**src/rtl/adc_spi_responder.sv**
```systemverilog
// rtl/adc_spi_responder.sv - daisy-chained ADC string responder for the ADC SPI master
// Emits periodic DRDY ticks, serialises one frame per tick on MISO and collects MOSI command words.
module adc_spi_responder #(
  parameter int ADC_DCN     = 8,
  parameter int WORD_W      = 8,
  parameter int DRDY_PERIOD = 400,
  parameter int DRDY_LOW    = 3
) (
  input  logic              sys_clk,
  input  logic              sys_rst,
  input  logic              enable,
  input  logic              SCLK,
  input  logic              CS,
  input  logic              MOSI,
  output logic              MISO,
  output logic              DRDYOUT,
  output logic [WORD_W-1:0] cmd_data,
  output logic              cmd_valid,
  output logic [15:0]       frame_cnt,
  output logic [7:0]        overrun_cnt
);

  localparam int L  = ADC_DCN * WORD_W;
  localparam int CW = $clog2(DRDY_PERIOD);
  localparam int LW = $clog2(DRDY_LOW + 1);
  localparam int BW = $clog2(WORD_W + 1);

  typedef enum logic [1:0] {IDLE, READY, SHIFT} state_t;

  // pipe[0..1] synchronise, pipe[2] is the history flop for edge detection
  logic [2:0]        sclk_pipe_q, sclk_pipe_d;
  logic [2:0]        cs_pipe_q, cs_pipe_d;
  logic [1:0]        mosi_pipe_q, mosi_pipe_d;
  logic [CW-1:0]     per_cnt_q, per_cnt_d;
  logic [LW-1:0]     low_cnt_q, low_cnt_d;
  logic              drdy_q, drdy_d;
  state_t            state_q, state_d;
  logic [L-1:0]      sr_q, sr_d;
  logic [15:0]       frame_cnt_q, frame_cnt_d;
  logic [7:0]        ovr_q, ovr_d;
  logic [BW-1:0]     bit_cnt_q, bit_cnt_d;
  logic [WORD_W-1:0] col_q, col_d;
  logic [WORD_W-1:0] cmd_data_q, cmd_data_d;
  logic              cmd_valid_q, cmd_valid_d;
  logic              miso_q, miso_d;

  logic              sclk_rise, sclk_fall, cs_rise, cs_fall, mosi_s, tick;
  logic              load, ovr_inc;
  logic [L-1:0]      frame_w;
  logic [WORD_W-1:0] col_full;

  assign sclk_rise = sclk_pipe_q[1] & ~sclk_pipe_q[2];
  assign sclk_fall = ~sclk_pipe_q[1] & sclk_pipe_q[2];
  assign cs_rise   = cs_pipe_q[1] & ~cs_pipe_q[2];
  assign cs_fall   = ~cs_pipe_q[1] & cs_pipe_q[2];
  assign mosi_s    = mosi_pipe_q[1];
  assign tick      = enable & (per_cnt_q == '0);
  assign col_full  = {col_q[WORD_W-2:0], mosi_s};

  // Word 0 occupies the MSBs so it leaves first
  always_comb begin
    frame_w = '0;
    for (int k = 0; k < ADC_DCN; k++) begin
      frame_w[L-1-k*WORD_W -: WORD_W] = WORD_W'(32'(frame_cnt_q) * 32'(ADC_DCN) + 32'(k));
    end
  end

  always_comb begin
    sclk_pipe_d = {sclk_pipe_q[1:0], SCLK};
    cs_pipe_d   = {cs_pipe_q[1:0], CS};
    mosi_pipe_d = {mosi_pipe_q[0], MOSI};

    if (!enable)
      per_cnt_d = '0;
    else if (per_cnt_q == CW'(DRDY_PERIOD - 1))
      per_cnt_d = '0;
    else
      per_cnt_d = per_cnt_q + CW'(1);

    if (tick)
      low_cnt_d = LW'(DRDY_LOW);
    else if (low_cnt_q != '0)
      low_cnt_d = low_cnt_q - LW'(1);
    else
      low_cnt_d = '0;
    drdy_d = (low_cnt_d == '0);

    state_d     = state_q;
    sr_d        = sr_q;
    frame_cnt_d = frame_cnt_q;
    ovr_d       = ovr_q;
    bit_cnt_d   = bit_cnt_q;
    col_d       = col_q;
    cmd_data_d  = cmd_data_q;
    cmd_valid_d = 1'b0;
    load        = 1'b0;
    ovr_inc     = 1'b0;

    case (state_q)
      IDLE: begin
        if (tick) begin
          load    = 1'b1;
          state_d = READY;
        end
        if (cs_fall) state_d = SHIFT;
      end
      READY: begin
        if (tick) begin
          load    = 1'b1;
          ovr_inc = 1'b1;
        end
        if (cs_fall) state_d = SHIFT;
      end
      SHIFT: begin
        if (tick) ovr_inc = 1'b1;
        if (cs_rise) begin
          state_d = IDLE;
        end else begin
          if (sclk_rise) sr_d = {sr_q[L-2:0], 1'b0};
          if (sclk_fall) begin
            col_d = col_full;
            if (bit_cnt_q == BW'(WORD_W - 1)) begin
              cmd_data_d  = col_full;
              cmd_valid_d = 1'b1;
              bit_cnt_d   = '0;
            end else begin
              bit_cnt_d = bit_cnt_q + BW'(1);
            end
          end
        end
      end
      default: state_d = IDLE;
    endcase

    if (load) begin
      sr_d        = frame_w;
      frame_cnt_d = frame_cnt_q + 16'd1;
    end
    if (ovr_inc && ovr_q != 8'hFF) ovr_d = ovr_q + 8'd1;
    if (cs_fall) bit_cnt_d = '0;

    miso_d = (state_d == SHIFT) & sr_d[L-1];
  end

  always_ff @(posedge sys_clk or posedge sys_rst) begin
    if (sys_rst) begin
      sclk_pipe_q <= 3'b000;
      cs_pipe_q   <= 3'b111;
      mosi_pipe_q <= 2'b00;
      per_cnt_q   <= '0;
      low_cnt_q   <= '0;
      drdy_q      <= 1'b1;
      state_q     <= IDLE;
      sr_q        <= '0;
      frame_cnt_q <= '0;
      ovr_q       <= '0;
      bit_cnt_q   <= '0;
      col_q       <= '0;
      cmd_data_q  <= '0;
      cmd_valid_q <= 1'b0;
      miso_q      <= 1'b0;
    end else begin
      sclk_pipe_q <= sclk_pipe_d;
      cs_pipe_q   <= cs_pipe_d;
      mosi_pipe_q <= mosi_pipe_d;
      per_cnt_q   <= per_cnt_d;
      low_cnt_q   <= low_cnt_d;
      drdy_q      <= drdy_d;
      state_q     <= state_d;
      sr_q        <= sr_d;
      frame_cnt_q <= frame_cnt_d;
      ovr_q       <= ovr_d;
      bit_cnt_q   <= bit_cnt_d;
      col_q       <= col_d;
      cmd_data_q  <= cmd_data_d;
      cmd_valid_q <= cmd_valid_d;
      miso_q      <= miso_d;
    end
  end

  assign MISO        = miso_q;
  assign DRDYOUT     = drdy_q;
  assign cmd_data    = cmd_data_q;
  assign cmd_valid   = cmd_valid_q;
  assign frame_cnt   = frame_cnt_q;
  assign overrun_cnt = ovr_q;

endmodule

```
**config.mk**
```make
export PLATFORM = sky130hd
export DESIGN_NAME = adc_spi_responder
export DESIGN_NICKNAME = d
export VERILOG_FILES = /design/src/rtl/adc_spi_responder.sv
export SDC_FILE = /design/constraint.sdc
export NUM_CORES = 1
export LEC_CHECK = 0
export ABC_AREA = 1
export CELL_PAD_IN_SITES_DETAIL_PLACEMENT = 0
export CELL_PAD_IN_SITES_GLOBAL_PLACEMENT = 2
export CORE_ASPECT_RATIO = 0.9
export CORE_UTILIZATION = 39
export CTS_CLUSTER_SIZE = 10
export DETAILED_ROUTE_END_ITERATION = 8
export PLACE_DENSITY = 0.94
export SYNTH_ARGS = -nofsm -noshare
export SYNTH_HDL_FRONTEND = slang
export SYNTH_SLANG_ARGS = --single-unit
```
**constraint.sdc**
```tcl
create_clock -name sys_clk -period 7.9 [get_ports sys_clk]
set_clock_uncertainty 0.05 [all_clocks]
set_input_delay 0.79 -clock sys_clk [delete_from_list [all_inputs] [get_ports sys_clk]]
set_output_delay 0.79 -clock sys_clk [all_outputs]
set_load 0.005 [all_outputs]
```
### Yosys cells after proc, flatten, opt, wreduce, memory -nomap -nowiden

Cells that the tools add are included.

| word-level totals | value |
|---|---|
| word-level logic and storage cells | 87 |
| input port bits | 6 |
| output and inout port bits | 35 |
| flip-flop bits (word level) | 131 |

| operators by class | value |
|---|---|
| mux-type cells | 25 |
| equal/unequal tests | 8 |
| add/subtract/negate cells | 12 |
| bitwise operators | 11 |
| reduce and logical (&&, ||, !) cells | 15 |

Operator list:

| operator | number |
|---|---|
| $mux 64 | 4 |
| $add 8x3->8 const B | 4 |
| $mux 4 | 5 |
| $mux 9 | 2 |
| $add 16x1->16 const B | 1 |
| $add 8x1->8 const B | 2 |
| $add 8x2->8 const B | 2 |
| $mux 2 | 6 |
| $reduce_bool 2->1 | 5 |
| $add 9x1->9 const B | 1 |
| $eq 9x9->1 const B | 1 |
| $logic_not 9->1 | 1 |
| $reduce_and 3->1 | 3 |
| $ne 8x8->1 const B | 1 |
| $mux 1 | 7 |
| $and 1x1->1 | 6 |
| $pmux 2 s3 | 1 |
| $not 1->1 | 5 |
| $add 4x1->4 const B | 1 |
| $eq 2x2->1 const B | 2 |
| $eq 4x3->1 const B | 1 |
| $logic_not 2->1 | 2 |
| $ne 2x1->1 const B | 2 |
| $reduce_and 4->1 | 1 |
| 4 further kinds | 5 |

### Logic depth before layout (Yosys ltp)

| logic depth | value |
|---|---|
| word-level depth | 7 |
| gate-level depth with buffers | 12 |
| depth with buffers taken out | 11 |

### Least setup slack after synthesis

No wires, ideal clock.

| timing | value |
|---|---|
| path type | input to register |
| from | in enable |
| to | reg sr_q[11] |
| setup slack | 6.076 ns |
| data required time | 7.734 ns |
| buffers on the path | 2 |
| arrival time | 1.658 ns |
| stages | 9 |
| library setup time | 0.116 ns |
| cells stage by stage | nand3_1 > nor2_2 > nand3_2 > nand2_1 > nand2_1 > buf_6 > buf_6 > nand2_1 > nand2_1 |

| between the ends | value |
|---|---|
| word-level cells in the longest chain between the ends | 5 |
| elaborated cells on any way between the ends | 8 |
| those cells by class | 1 x eq/ne; 3 x mux; 1 x bitwise; 3 x reduce/logical |

Ends and longest elaborated chain:

| what | line | source |
|---|---|---|
| start: declaration | 11 | `input logic enable,` |
| $and 1x1->1 (*) | 57 | `assign tick = enable & (per_cnt_q == '0);` |
| $mux 1 (*) | 101, 108 |  |
| $mux 1 (*) | n/a |  |
| $ne 2x1->1 (no line) or $reduce_bool 2->1 (tied branches) | n/a |  |
| $reduce_and 3->1 (no line) | n/a |  |
| end signal: assignment | 170 | `sr_q <= sr_d;` |
| end: declaration | 38 | `logic [L-1:0] sr_q, sr_d;` |

Mark *: on every way between the ends. The rest lies on a longest branch, timed or not.
A chain may end at the register's enable or synchronous reset.

### Final worst setup path

| timing | value |
|---|---|
| from | reg state_q[1] |
| to | reg sr_q[57] |

| between the ends | value |
|---|---|
| word-level cells in the longest chain between the ends | 5 |
| elaborated cells on any way between the ends | 10 |
| those cells by class | 3 x eq/ne; 2 x mux; 5 x reduce/logical |

Ends and longest elaborated chain:

| what | line | source |
|---|---|---|
| start: declaration | 37 | `state_t state_q, state_d;` |
| start signal: assignment | 169 | `state_q <= state_d;` |
| $eq 2x1->1 or $logic_not 2->1 (tied branches) | 99 | `case (state_q)` |
| $reduce_or 2->1 (no line) | n/a |  |
| $mux 1 | n/a |  |
| $ne 2x1->1 (no line) or $reduce_bool 2->1 (tied branches) | n/a |  |
| $reduce_and 3->1 (no line) | n/a |  |

Parallel ways exist; a longest one is shown, timed or not.

==> results_dict.tcl <==
set metrics [dict create \
    slowest_stage "nand2_2" \
    dr.first_iter.drc_count 427 \
    std_cell_rows 43 \
    synth_edf_count 0 \
    final.fill_count 1519 \
    grt_overflow_total 0 \
    gp_congestion 0.7987 \
    worstSetupStartpointType "flip-flop" \
    worst_path_dominant_cell_family "simple AND/OR/NAND/NOR gates" \
    tns_ns 0 \
    postCtsSetupRepairBufs 0 \
    rsz0062_at_grt "false" \
    drtAntennaViolNets 0 \
    setup_viol 0 \
    p_clk_share_pct 38.1 \
    synth_top_area_share_pct 51.90 \
    wirelength_mm 12.91 \
    syn_nets 755 \
    synth_most_common_cell "nand2_1" \
    cts_buffer_depth 2 \
    yosysWarnings 0 \
    cts_tree "built" \
    yosysTopAreaCell "dfrtp_1" \
    cts.sinks 131 \
    route.detailed.drc 0 \
    synthTopCellsByCount "nand2_1 (286), dfrtp_1 (127), nand3_1 (80)" \
    core_area_um2 15390 \
    nets 790 \
    synth-seq-cells 131 \
    layoutNonFillerInstCount 990 \
    ctsHoldBuffers 0 \
    worstMarginPinSlew_ns 1.123 \
    syn_avg_cell_area_um2 8.275 \
    drt-pass1-iter-count 4 \
    reg2reg_from "state_q[1]$_DFF_PP0_" \
    via_count 4780 \
    timing.final.crit_share_pct 41.03 \
    combPwrFrac_pct 20.6 \
    worstPathCellList "inv_1, ha_1, nor2_1, inv_1, nand3_2, buf_4, nand2_1, nand2_2, o21ai_0" \
    place_inst 958 \
    hold_start "cs_pipe_q[0]$_DFF_PP1_" \
    cts-htree-levels 4 \
    globalRouteTotalUtil_pct 17.59 \
    cp-end-kind "flip-flop" \
    dp_slack_ns 4.352 \
    reg2regPathDepth 9 \
    syn_area_um2 6123 \
    synth-async-reset-ratio_pct 100.0 \
    arrival_ns 3.45 \
    reg2reg_slack_ns 4.66 \
    p_sw_w 0.0007028 \
    min_to "cs_pipe_q[1]$_DFF_PP1_" \
    critPathMostFrequentCell "inv_1" \
    wl_per_cell_um 13.04 \
    internal-power_w 0.001543 \
    viasPerCell 4.828 \
    min_path_type "flip-flop to flip-flop" \
    cellPowerDensity_nw_per_um2 309.2 \
    antennaDiodeCount 0 \
    path_max_fanout 73 \
    ys.flop_type "dfrtp_1" \
    clock_latency_ns 0.41 \
    drive_gt1_share_pct 6.853 \
    grt_max_degree 74 \
    final_hold_viol_count 0 \
    ys_seq_area_share_pct 53.62 \
    grt_pass1_wl_mm 22.71 \
    cap_violations 0 \
    ys_types 33 \
    p_sw_share_pct 31.29 \
    io_buffers 40 \
    die_area_um2 16210 \
    period_minus_slack_ns 3.241 \
    cts_root_buf "clkbuf_16" \
    io_pins 41 \
    clk_pin_slew_worst_paths_ns 0.06 \
    numCtsBuffers 17 \
    postSynthCellCount 740 \
    r2r_end "sr_q[57]$_DFFE_PP0P_" \
    cts-resized-gates 0 \
    dp_hpwl_mm 7.998 \
    setup_ws_ns 4.659 \
    cp.required_ns 8.10 \
    die_y_um 120.9 \
    synthTopCellsByArea "dfrtp_1 (52%), nand2_1 (18%), nand3_1 (6.5%), inv_1 (3.4%), o21ai_0 (3.4%)" \
    pwr-share-seq_pct 41.3 \
    min_path_cells 0 \
    area_growth_pct 18.64 \
    die_x_um 134.1 \
    status "finished clean" \
    worst-path-stages 9 \
    power_w 0.002246 \
    worstSetupPathType "flip-flop to flip-flop" \
    initial_core_util_pct 39.80 \
    grt_pass1_vias 4616 \
    slew_violations 0 \
    slew_headroom_pct 24.85 \
    postLayoutCoreUtil_pct 47.21 \
    max_stage_delay_ns 0.83 \
    antenna_found_initial 0 \
    critical_path.startpoint "state_q[1]$_DFF_PP0_" \
    power_leakage_nw 3.692 \
    critPathBufInv 3 \
    fmax_ghz 0.3085 \
    ir_drop_mv 0.1565 \
]
==> layout make-up <==
| type | instances | area (µm²) | area share [%] |
|---|---|---|---|
| timing repair buffer | 44 | 430.4 | 5.925 |
| tap | 202 | 252.7 | 3.479 |
| multi-input combinational | 524 | 2439 | 33.57 |
| sequential | 131 | 3283 | 45.19 |
| inverter | 57 | 216.5 | 2.980 |
| clock buffer | 20 | 466.7 | 6.424 |
| clock inverter | 12 | 176.4 | 2.429 |
==> power groups by stage <==
stage	combinational, W	clock, W	sequential, W
finish	0.000464	0.000855	0.000927
global route	0.000539	0.000899	0.000947
CTS	0.000471	0.000871	0.000927
detailed placement	0.000467	0	0.000936
global placement	0.000454	0	0.000932
floorplan	0.000355	0	0.000909
==> sequential cells by signal, indices dropped and copies added, names as in the netlist <==
signal and flops:
low_cnt_q 2, overrun_cnt 8, frame_cnt 16, per_cnt_q 9, DRDYOUT 1, bit_cnt_q 4
col_q 7, sclk_pipe_q 3, sr_q 64, cs_pipe_q 3, cmd_data 8, state_q 2
MISO 1, mosi_pipe_q 2, cmd_valid 1
==> worst max path at each step <==
stage / slack (ns) / end
floorplan: 3.57 / MISO$_DFF_PP0_
global placement: 4.40 / sr_q[34]$_DFFE_PP0P_
detailed placement: 4.35 / sr_q[49]$_DFFE_PP0P_
CTS: 4.64 / sr_q[49]$_DFFE_PP0P_
global route: 4.28 / sr_q[17]$_DFFE_PP0P_
finish: 4.66 / sr_q[57]$_DFFE_PP0P_
==> placed cells by master, fill, tap and decap left out, types with 2 or more instances in the layout <==
cell             count
a21oi_1              6
buf_4                4
bufinv_16            4
clkbuf_16           17
clkbuf_8             3
clkdlybuf4s50_1     40
clkinv_2             3
clkinvlp_4           2
dfrtp_1            127
dfstp_2              4
ha_1                 9
inv_1               55
inv_6                2
nand2_1            285
nand2_2              3
nand3_1             80
nand3_2              3
nand4_1              6
nor2_1              41
nor2_2               2
nor2_4               3
nor3_1               6
o21ai_0             41
o21ai_1              7
xnor2_1              7
xor2_1              16
==> cells by family (layout without fill, tap and decap cells) <==
family / after synthesis / count (layout) / share of synthesized area (%)
adder cells (fa/ha/maj): 9 / 9 / 1.839
AND/OR/NAND/NOR: 431 / 431 / 29.24
flip-flops: 131 / 131 / 53.62
buffers and inverters: 85 / 133 / 6.722
multiplexers: 1 / 1 / 0.1635
XOR/XNOR: 23 / 23 / 3.290
AO/OA/AOI/OAI: 60 / 60 / 5.129
==> routing by layer <==
metal  up-vias  routed length (µm)  GRT usage (%)
li1       2406                   -              -
met1      2284                6419          24.48
met2        83                5894          26.72
met3         7                 483          5.013
met4         0                 113          4.986
met5         -                   0              0
==> through the flow <==
stage | instance area, µm² | hold slack [ns]
after global routing | 7264 | 0.3067
final | 7264 | 0.3062
after global placement | 6621 | 0.2837
after floorplan | 6123 | 0.2812
after detailed placement | 6621 | 0.2998
after CTS | 7264 | 0.3062
(Power assumes the default switching activity.)
